==> src/rtl/upsp_pkg.sv <==
// Shared types and default geometry for the upsampler output stage.
package upsp_pkg;

  localparam int UPSP_DATA_WIDTH = 24;
  localparam int DST_IMG_WIDTH   = 3840;
  localparam int DST_IMG_HEIGHT  = 2160;

  // Raster counters are sized for the largest supported geometry, not the default.
  localparam int RASTER_W = 16;

  typedef struct packed {
    logic [7:0] r;
    logic [7:0] g;
    logic [7:0] b;
  } upsp_pix_t;

  typedef logic [RASTER_W-1:0] col_t;
  typedef logic [RASTER_W-1:0] row_t;

endpackage

==> src/rtl/upsp_out_fifo_if.sv <==
// Pixel handshake bundle: bicubic result port in, access_control write port out.
interface upsp_out_fifo_if #(
  parameter int DW = upsp_pkg::UPSP_DATA_WIDTH
);

  logic          bcci_rsp_valid;
  logic [DW-1:0] bcci_rsp_data;
  logic          bf_rsp_ready;
  logic          upsp_ac_wrt;
  logic [DW-1:0] upsp_ac_wdata;
  logic          upsp_ac_eol;
  logic          upsp_ac_eof;
  logic          ac_upsp_wready;

  // master: surrounding system (pixel producer + write consumer); slave: the FIFO.
  modport master (
    output bcci_rsp_valid, bcci_rsp_data, ac_upsp_wready,
    input  bf_rsp_ready, upsp_ac_wrt, upsp_ac_wdata, upsp_ac_eol, upsp_ac_eof
  );

  modport slave (
    input  bcci_rsp_valid, bcci_rsp_data, ac_upsp_wready,
    output bf_rsp_ready, upsp_ac_wrt, upsp_ac_wdata, upsp_ac_eol, upsp_ac_eof
  );

endinterface

==> src/rtl/upsp_fifo_ram.sv <==
// DEPTH x DW register array: one synchronous write port, asynchronous read port.
// Storage is not reset; the owner masks the read data while the FIFO is empty.
module upsp_fifo_ram #(
  parameter int  DW    = upsp_pkg::UPSP_DATA_WIDTH,
  parameter int  DEPTH = 16,
  localparam int AW    = $clog2(DEPTH)
) (
  input  logic          clk,
  input  logic          wr_en,
  input  logic [AW-1:0] wr_addr,
  input  logic [DW-1:0] wr_dat,
  input  logic [AW-1:0] rd_addr,
  output logic [DW-1:0] rd_dat
);

  logic [DW-1:0] mem_q [DEPTH];

  always_ff @(posedge clk) begin
    if (wr_en) begin
      mem_q[wr_addr] <= wr_dat;
    end
  end

  assign rd_dat = mem_q[rd_addr];

endmodule

==> src/rtl/upsp_out_fifo.sv <==
// Elastic FWFT output FIFO tagging pixels with eol/eof; push visible next cycle, ready = !full.
// Optional OUTFIFO_STAT_EN adds high-water mark and stall-cycle statistics.
module upsp_out_fifo #(
  parameter int  UPSP_DATA_WIDTH = upsp_pkg::UPSP_DATA_WIDTH,
  parameter int  FIFO_DEPTH      = 16,
  parameter int  DST_IMG_WIDTH   = upsp_pkg::DST_IMG_WIDTH,
  parameter int  DST_IMG_HEIGHT  = upsp_pkg::DST_IMG_HEIGHT,
  localparam int LVL_W           = $clog2(FIFO_DEPTH + 1)
) (
  input  logic              clk,
  input  logic              rst_n,
  input  logic              flush,
  upsp_out_fifo_if.slave    bus,
  output logic              frame_done,
  output logic [LVL_W-1:0]  fifo_level
`ifdef OUTFIFO_STAT_EN
  ,
  output logic [LVL_W-1:0]  fifo_hwm,
  output logic [31:0]       stall_cnt
`endif
);

  import upsp_pkg::*;

  localparam int   PTR_W    = $clog2(FIFO_DEPTH);
  localparam col_t COL_LAST = col_t'(DST_IMG_WIDTH - 1);
  localparam row_t ROW_LAST = row_t'(DST_IMG_HEIGHT - 1);

  logic [PTR_W-1:0] wr_ptr_q, wr_ptr_d;
  logic [PTR_W-1:0] rd_ptr_q, rd_ptr_d;
  logic [LVL_W-1:0] level_q, level_d;
  col_t             col_q, col_d;
  row_t             row_q, row_d;
  logic             frame_done_q, frame_done_d;

  logic                       full;
  logic                       head_vld;
  logic                       head_eol;
  logic                       head_eof;
  logic                       push_vld;
  logic                       pop_vld;
  logic [UPSP_DATA_WIDTH-1:0] head_dat;

  assign full     = (level_q == LVL_W'(FIFO_DEPTH));
  assign head_vld = (level_q != '0);
  assign head_eol = head_vld & (col_q == COL_LAST);
  assign head_eof = head_eol & (row_q == ROW_LAST);

  // Flush wins: the pixel offered and any pop in a flush cycle are discarded.
  assign push_vld = bus.bcci_rsp_valid & ~full & ~flush;
  assign pop_vld  = head_vld & bus.ac_upsp_wready & ~flush;

  upsp_fifo_ram #(
    .DW    (UPSP_DATA_WIDTH),
    .DEPTH (FIFO_DEPTH)
  ) u_ram (
    .clk     (clk),
    .wr_en   (push_vld),
    .wr_addr (wr_ptr_q),
    .wr_dat  (bus.bcci_rsp_data),
    .rd_addr (rd_ptr_q),
    .rd_dat  (head_dat)
  );

  always_comb begin
    wr_ptr_d     = wr_ptr_q;
    rd_ptr_d     = rd_ptr_q;
    level_d      = level_q;
    col_d        = col_q;
    row_d        = row_q;
    frame_done_d = 1'b0;
    if (flush) begin
      wr_ptr_d = '0;
      rd_ptr_d = '0;
      level_d  = '0;
      col_d    = '0;
      row_d    = '0;
    end else begin
      if (push_vld) begin
        wr_ptr_d = wr_ptr_q + PTR_W'(1);
      end
      if (pop_vld) begin
        rd_ptr_d     = rd_ptr_q + PTR_W'(1);
        frame_done_d = head_eof;
        if (col_q == COL_LAST) begin
          col_d = '0;
          row_d = (row_q == ROW_LAST) ? '0 : row_q + row_t'(1);
        end else begin
          col_d = col_q + col_t'(1);
        end
      end
      case ({push_vld, pop_vld})
        2'b10:   level_d = level_q + LVL_W'(1);
        2'b01:   level_d = level_q - LVL_W'(1);
        default: level_d = level_q;
      endcase
    end
  end

  always_ff @(posedge clk or negedge rst_n) begin
    if (!rst_n) begin
      wr_ptr_q     <= '0;
      rd_ptr_q     <= '0;
      level_q      <= '0;
      col_q        <= '0;
      row_q        <= '0;
      frame_done_q <= 1'b0;
    end else begin
      wr_ptr_q     <= wr_ptr_d;
      rd_ptr_q     <= rd_ptr_d;
      level_q      <= level_d;
      col_q        <= col_d;
      row_q        <= row_d;
      frame_done_q <= frame_done_d;
    end
  end

  assign bus.bf_rsp_ready  = ~full;
  assign bus.upsp_ac_wrt   = head_vld;
  assign bus.upsp_ac_wdata = head_vld ? head_dat : '0;
  assign bus.upsp_ac_eol   = head_eol;
  assign bus.upsp_ac_eof   = head_eof;
  assign frame_done        = frame_done_q;
  assign fifo_level        = level_q;

`ifdef OUTFIFO_STAT_EN
  logic [LVL_W-1:0] hwm_q, hwm_d;
  logic [31:0]      stall_q, stall_d;

  // Compare against next level so the mark tracks fifo_level in the same cycle.
  always_comb begin
    hwm_d   = (level_d > hwm_q) ? level_d : hwm_q;
    stall_d = stall_q;
    if (head_vld & ~bus.ac_upsp_wready & (stall_q != '1)) begin
      stall_d = stall_q + 32'd1;
    end
    if (flush) begin
      hwm_d   = '0;
      stall_d = '0;
    end
  end

  always_ff @(posedge clk or negedge rst_n) begin
    if (!rst_n) begin
      hwm_q   <= '0;
      stall_q <= '0;
    end else begin
      hwm_q   <= hwm_d;
      stall_q <= stall_d;
    end
  end

  assign fifo_hwm  = hwm_q;
  assign stall_cnt = stall_q;
`endif

endmodule

==> src/flat_wrapper.sv <==
// flat-port wrapper written by rule: the top's interface ports become plain ports
module upsp_out_fifo_flat import upsp_pkg::*;
#(
  parameter int  UPSP_DATA_WIDTH = upsp_pkg::UPSP_DATA_WIDTH,
  parameter int  FIFO_DEPTH      = 16,
  parameter int  DST_IMG_WIDTH   = upsp_pkg::DST_IMG_WIDTH,
  parameter int  DST_IMG_HEIGHT  = upsp_pkg::DST_IMG_HEIGHT,
  localparam int LVL_W           = $clog2(FIFO_DEPTH + 1)
)
  (clk, rst_n, flush, frame_done, fifo_level, bus_bcci_rsp_valid, bus_bcci_rsp_data, bus_ac_upsp_wready, bus_bf_rsp_ready, bus_upsp_ac_wrt, bus_upsp_ac_wdata, bus_upsp_ac_eol, bus_upsp_ac_eof);
  upsp_out_fifo_if #(.DW((24))) bus_i ();
  input  logic clk;
  input  logic rst_n;
  input  logic flush;
  output logic frame_done;
  output logic [LVL_W-1:0] fifo_level;
  input wire logic [$bits(bus_i.bcci_rsp_valid)-1:0] bus_bcci_rsp_valid;
  input wire logic [$bits(bus_i.bcci_rsp_data)-1:0] bus_bcci_rsp_data;
  input wire logic [$bits(bus_i.ac_upsp_wready)-1:0] bus_ac_upsp_wready;
  output wire logic [$bits(bus_i.bf_rsp_ready)-1:0] bus_bf_rsp_ready;
  output wire logic [$bits(bus_i.upsp_ac_wrt)-1:0] bus_upsp_ac_wrt;
  output wire logic [$bits(bus_i.upsp_ac_wdata)-1:0] bus_upsp_ac_wdata;
  output wire logic [$bits(bus_i.upsp_ac_eol)-1:0] bus_upsp_ac_eol;
  output wire logic [$bits(bus_i.upsp_ac_eof)-1:0] bus_upsp_ac_eof;
  assign bus_i.bcci_rsp_valid = bus_bcci_rsp_valid;
  assign bus_i.bcci_rsp_data = bus_bcci_rsp_data;
  assign bus_i.ac_upsp_wready = bus_ac_upsp_wready;
  assign bus_bf_rsp_ready = bus_i.bf_rsp_ready;
  assign bus_upsp_ac_wrt = bus_i.upsp_ac_wrt;
  assign bus_upsp_ac_wdata = bus_i.upsp_ac_wdata;
  assign bus_upsp_ac_eol = bus_i.upsp_ac_eol;
  assign bus_upsp_ac_eof = bus_i.upsp_ac_eof;
  upsp_out_fifo #(.UPSP_DATA_WIDTH(UPSP_DATA_WIDTH), .FIFO_DEPTH(FIFO_DEPTH), .DST_IMG_WIDTH(DST_IMG_WIDTH), .DST_IMG_HEIGHT(DST_IMG_HEIGHT)) u_core (.clk(clk), .rst_n(rst_n), .flush(flush), .bus(bus_i), .frame_done(frame_done), .fifo_level(fifo_level));
endmodule
==> config.mk <==
export PLATFORM = sky130hd
export DESIGN_NAME = upsp_out_fifo_flat
export DESIGN_NICKNAME = d
export VERILOG_FILES = /design/src/rtl/upsp_pkg.sv /design/src/rtl/upsp_out_fifo_if.sv /design/src/rtl/upsp_fifo_ram.sv /design/src/rtl/upsp_out_fifo.sv /design/src/flat_wrapper.sv
export SDC_FILE = /design/constraint.sdc
export NUM_CORES = 1
export LEC_CHECK = 0
export ABC_AREA = 1
export ABC_CLOCK_PERIOD_IN_PS = 5600
export CAP_MARGIN = 20
export CORE_UTILIZATION = 55
export DETAILED_ROUTE_END_ITERATION = 12
export DONT_BUFFER_PORTS = 1
export PLACE_DENSITY = 0.75
export SLEW_MARGIN = 15
export SYNTH_ARGS = -nofsm -noshare
export SYNTH_HDL_FRONTEND = slang
export SYNTH_SLANG_ARGS = --single-unit
==> constraint.sdc <==
create_clock -name clk -period 5.6 [get_ports clk]
set_input_delay 1.4 -clock clk [delete_from_list [all_inputs] [get_ports clk]]
set_output_delay 1.4 -clock clk [all_outputs]
set_load 0.1 [all_outputs]
==> implementation parameters <==
Parameter                              Value

Yosys
  Synth Flop Type    edfxtp_1
  Cell types occupying the most area after synthesis    edfxtp_1 66%, dfrtp_1 6.5%, nand2_1 5.0%, a21oi_1 3.4%, mux2i_1 2.7%
  Post-synthesis cell count    1366
  Biggest area consumer among synthesized cells    edfxtp_1
  Simple-Gate Fraction of Synth Area    10.97%
  Count of different cell masters after synthesis    45
  Number of synthesized register bits    430
  Cell with the most instances after synthesis    edfxtp_1
  Syn Area/Cell    12.87 um^2
  Top-area cell type share of the netlist area    65.59%
  Combined area of all synthesized cells    17580 um^2
  Compound-Gate Fraction of Synth Area    10.31%
  Top cell types by occurrence after synthesis    384 x edfxtp_1, 232 x nand2_1, 119 x a21oi_1, 113 x nor2_1, 61 x o21ai_0
  Post-synthesis xor/xnor area fraction    0.2989%
  Async set-or-reset flop fraction in the synthesized netlist    10.70%
  Multiplexer share of the synthesized area    2.733%
  Sequential area share after synthesis    72.14%
  Post-synth net total    1404
  YS warnings    0
  Combinational family with the most area after synthesis    simple AND/OR/NAND/NOR gates
  Area share of fa/ha/maj cells after synthesis    0.6405%
  Post-synth EDFFs    384

Drt
  Detailed-route wire length    40190 um
  Remaining DRCs    0
  ANT nets after route    0
  Routed vias/inst    6.158
  TritonRoute pass-1 iters    5
  Drt first-iter violations    1058
  Number of vias in the routed layout    11210
  Average wire per standard cell    22.08 um

CTS
  H-tree level count    2
  Longest Clk Path Bufs    3
  TritonCTS clock tree    yes
  Postcts setup bufs    0
  # clock sinks    430
  CTS Buf Count    40
  Later-pin clock latency in the skew report    540 ps
  Post-CTS Hold Buffers    0
  Number of gates given a new drive strength after cts    0
  Cell chosen for the clock root    clkbuf_16
  Clock-pin slew on the worst setup and hold paths    60 ps

Worst setup path
  Combined buffer and inverter count along the critical path    3
  Data required time at the worst endpoint    4200 ps
  Critical setup path kind    reg2out
  Highest net fanout along the worst path    40
  Highest-delay cell along the critical path    dfrtp_2
  List of cells traversed by the critical path    nor2_1 -> inv_2 -> buf_4 -> o221ai_1 -> nor2_1 -> a211oi_4 -> buf_4
  Data arrival at the endpoint of the critical path    3500 ps
  Largest stage delay, worst path    960 ps
  Setup slack of the most critical reg-to-reg path    1860 ps
  Category of the worst setup path capture point    output port
  Reg2Reg Depth    9
  Cell depth of the worst setup path    7
  Worst path top cell family by delay    buffers and inverters
  CP Launch Type    flop

Final layout
  Multi-input gate area    4781 um^2
  Share of final-layout standard cells stronger than drive strength 1    13.40%
  Filler cells    2177
  Final #Nets    1429
  Area taken by flip-flops and latches    12690 um^2
  P&R area growth vs syn    12.78%
  Number of antenna diodes    0

Floorplan
  DIE WIDTH    180.8 um
  Number of top-level pins    63
  Die Height    180.8 um
  Die area    32680 um^2
  Initial cell density of the core    55.86%
  Row Count    65
  Core region area    31470 um^2

Global routing
  Global-route wire length before repair    62140 um
  Maximum number of pins on one net before global-route repair    131
  Overall overflow remaining after global route    0
  All-Layer GR Usage    24.99%
  Via count of the first global-routing pass    11070
  Initial antenna violation count    0

Timing
  Final count of negative-setup-slack endpoints    0
  Period utilisation layout    87.54%
  Number of failing hold endpoints at the final stage    0
  Crit path setup slack, layout    697.8 ps
  Setup tns final    0 ps
  Max-Slew Margin vs Limit    26.35%
  Shortest period the worst path allows    4902 ps
  Slew Limit Fails    0
  Measured slew at the worst slew-check pin    1104 ps
  Skew final    21.38 ps
  Setup repair after global routing missed its margin    no
  Maximum clock rate    0.2040 GHz

Placement
  IO Port Bufs    0
  Post-place setup slack    1252 ps
  Gp weighted congestion    0.8209
  Detailed Place HPWL    22630 um

Job
  Max-cap violations    0

Power and ir drop
  Total power per unit cell area    508.6 nW/um^2
  Final Total Pwr    10.09 mW
  Peak supply drop    0.8325 mV
  Leak pwr    6.841 nW

Min path
  Class of the tightest hold or removal check    reg2reg
  Depth of the worst hold-timing path    1

Status
  Run status    finished clean
kinds of logic (layout without fill, tap and decap cells):
kind of cell | count (synthesis) | in the layout
and+or+nand+nor | 447 | 447
adders and majority gates | 9 | 9
buffers and inverters | 124 | 176
xor gates and xnor gates | 6 | 6
muxes | 48 | 48
AOI/OAI and AO/OA | 302 | 302
DFF | 430 | 430
metal layers:
metal  GRT usage (%)  share of wire (%)  vias up
met1           34.32                 41     5601
met4           8.684                2.5        0
met3           4.213                7.8       82
li1                -                  -     5059
met5               0                  0        -
met2           40.68                 49      466
final cells by class:
cell class | instances | area share (%)
Sequential cell | 430 | 63.99
Tap cell | 402 | 2.537
Clock buffer | 53 | 5.345
Multi-Input combinational cell | 812 | 24.11
Clock inverter | 16 | 0.6121
Inverter | 49 | 0.9402
Timing Repair Buffer | 58 | 2.467
final timing paths:
check | to | start
worst max-delay path | bus_upsp_ac_wdata[4] | u_core.rd_ptr_q[1]
worst min-delay path | u_core.rd_ptr_q[3] | u_core.rd_ptr_q[3]
worst max register to register | u_core.u_ram.mem_q[0][23] | u_core.fifo_level[1]
worst min register to register | u_core.rd_ptr_q[3] | u_core.rd_ptr_q[3]
max in group asynchronous | u_core.rd_ptr_q[1] | rst_n
min in group asynchronous | u_core.frame_done | rst_n
layout by cell type (no fill, tap or decap), types with 2 or more instances in the layout:
cell type / count
edfxtp_1: 384
nand2_1: 231
a21oi_1: 119
nor2_1: 108
o21ai_0: 61
buf_4: 54
mux2i_1: 48
dfrtp_1: 44
clkbuf_16: 41
nor3_1: 38
inv_1: 35
o22ai_1: 26
a221oi_1: 24
o221ai_1: 24
a211oi_4: 24
nand3_1: 18
nor3_2: 15
o21ai_1: 14
inv_2: 13
clkbuf_1: 12
ha_1: 9
nor2_4: 7
nor2_2: 6
nand4_1: 6
clkinv_2: 6
nand2_2: 5
clkinv_1: 5
xor2_1: 4
nand3_2: 2
nor4_1: 2
xnor2_1: 2
nand2_4: 2
nand3b_1: 2
o21a_1: 2
o21bai_1: 2
clkinv_4: 2
flip-flops by register name, summed over array words and instances (netlist names):
| signal | flops |
|---|---|
| u_core.frame_done | 1 |
| u_core.wr_ptr_q | 4 |
| u_core.row_q | 16 |
| u_core.u_ram.mem_q | 384 |
| u_core.rd_ptr_q | 4 |
| u_core.fifo_level | 5 |
| u_core.col_q | 16 |
report_power, final:
group	internal (mW)	total, mW	switching (mW)	leakage [nW]
registers	3.57	3.72	0.147	4.09
clock network	1.38	2.49	1.11	0.579
logic	0.967	3.87	2.90	2.17
worst register-to-register path: stages (launching register included):
cell and delay, ps:
dfrtp_1 340, buf_4 320, nor2_2 120, nand3_2 470, nand3_1 520, inv_1 230
nand2_1 250, nor3_2 630, buf_6 230, buf_4 310
through the flow:
| stage | util (%) | hold slack [ps] | instances | area [um^2] |
|---|---|---|---|---|
| global route | 63.00 | 538.5 | 1820 | 19830 |
| CTS | 62.91 | 498.0 | 1819 | 19800 |
| global placement | 59.12 | 465.2 | 1749 | 18610 |
| floorplan | - | 432.7 | 1366 | 17580 |
| detailed placement | 59.16 | 490.2 | 1750 | 18620 |
| finish | 63.00 | 495.3 | 1820 | 19830 |
Note: power is estimated with default switching activity, not from simulation.
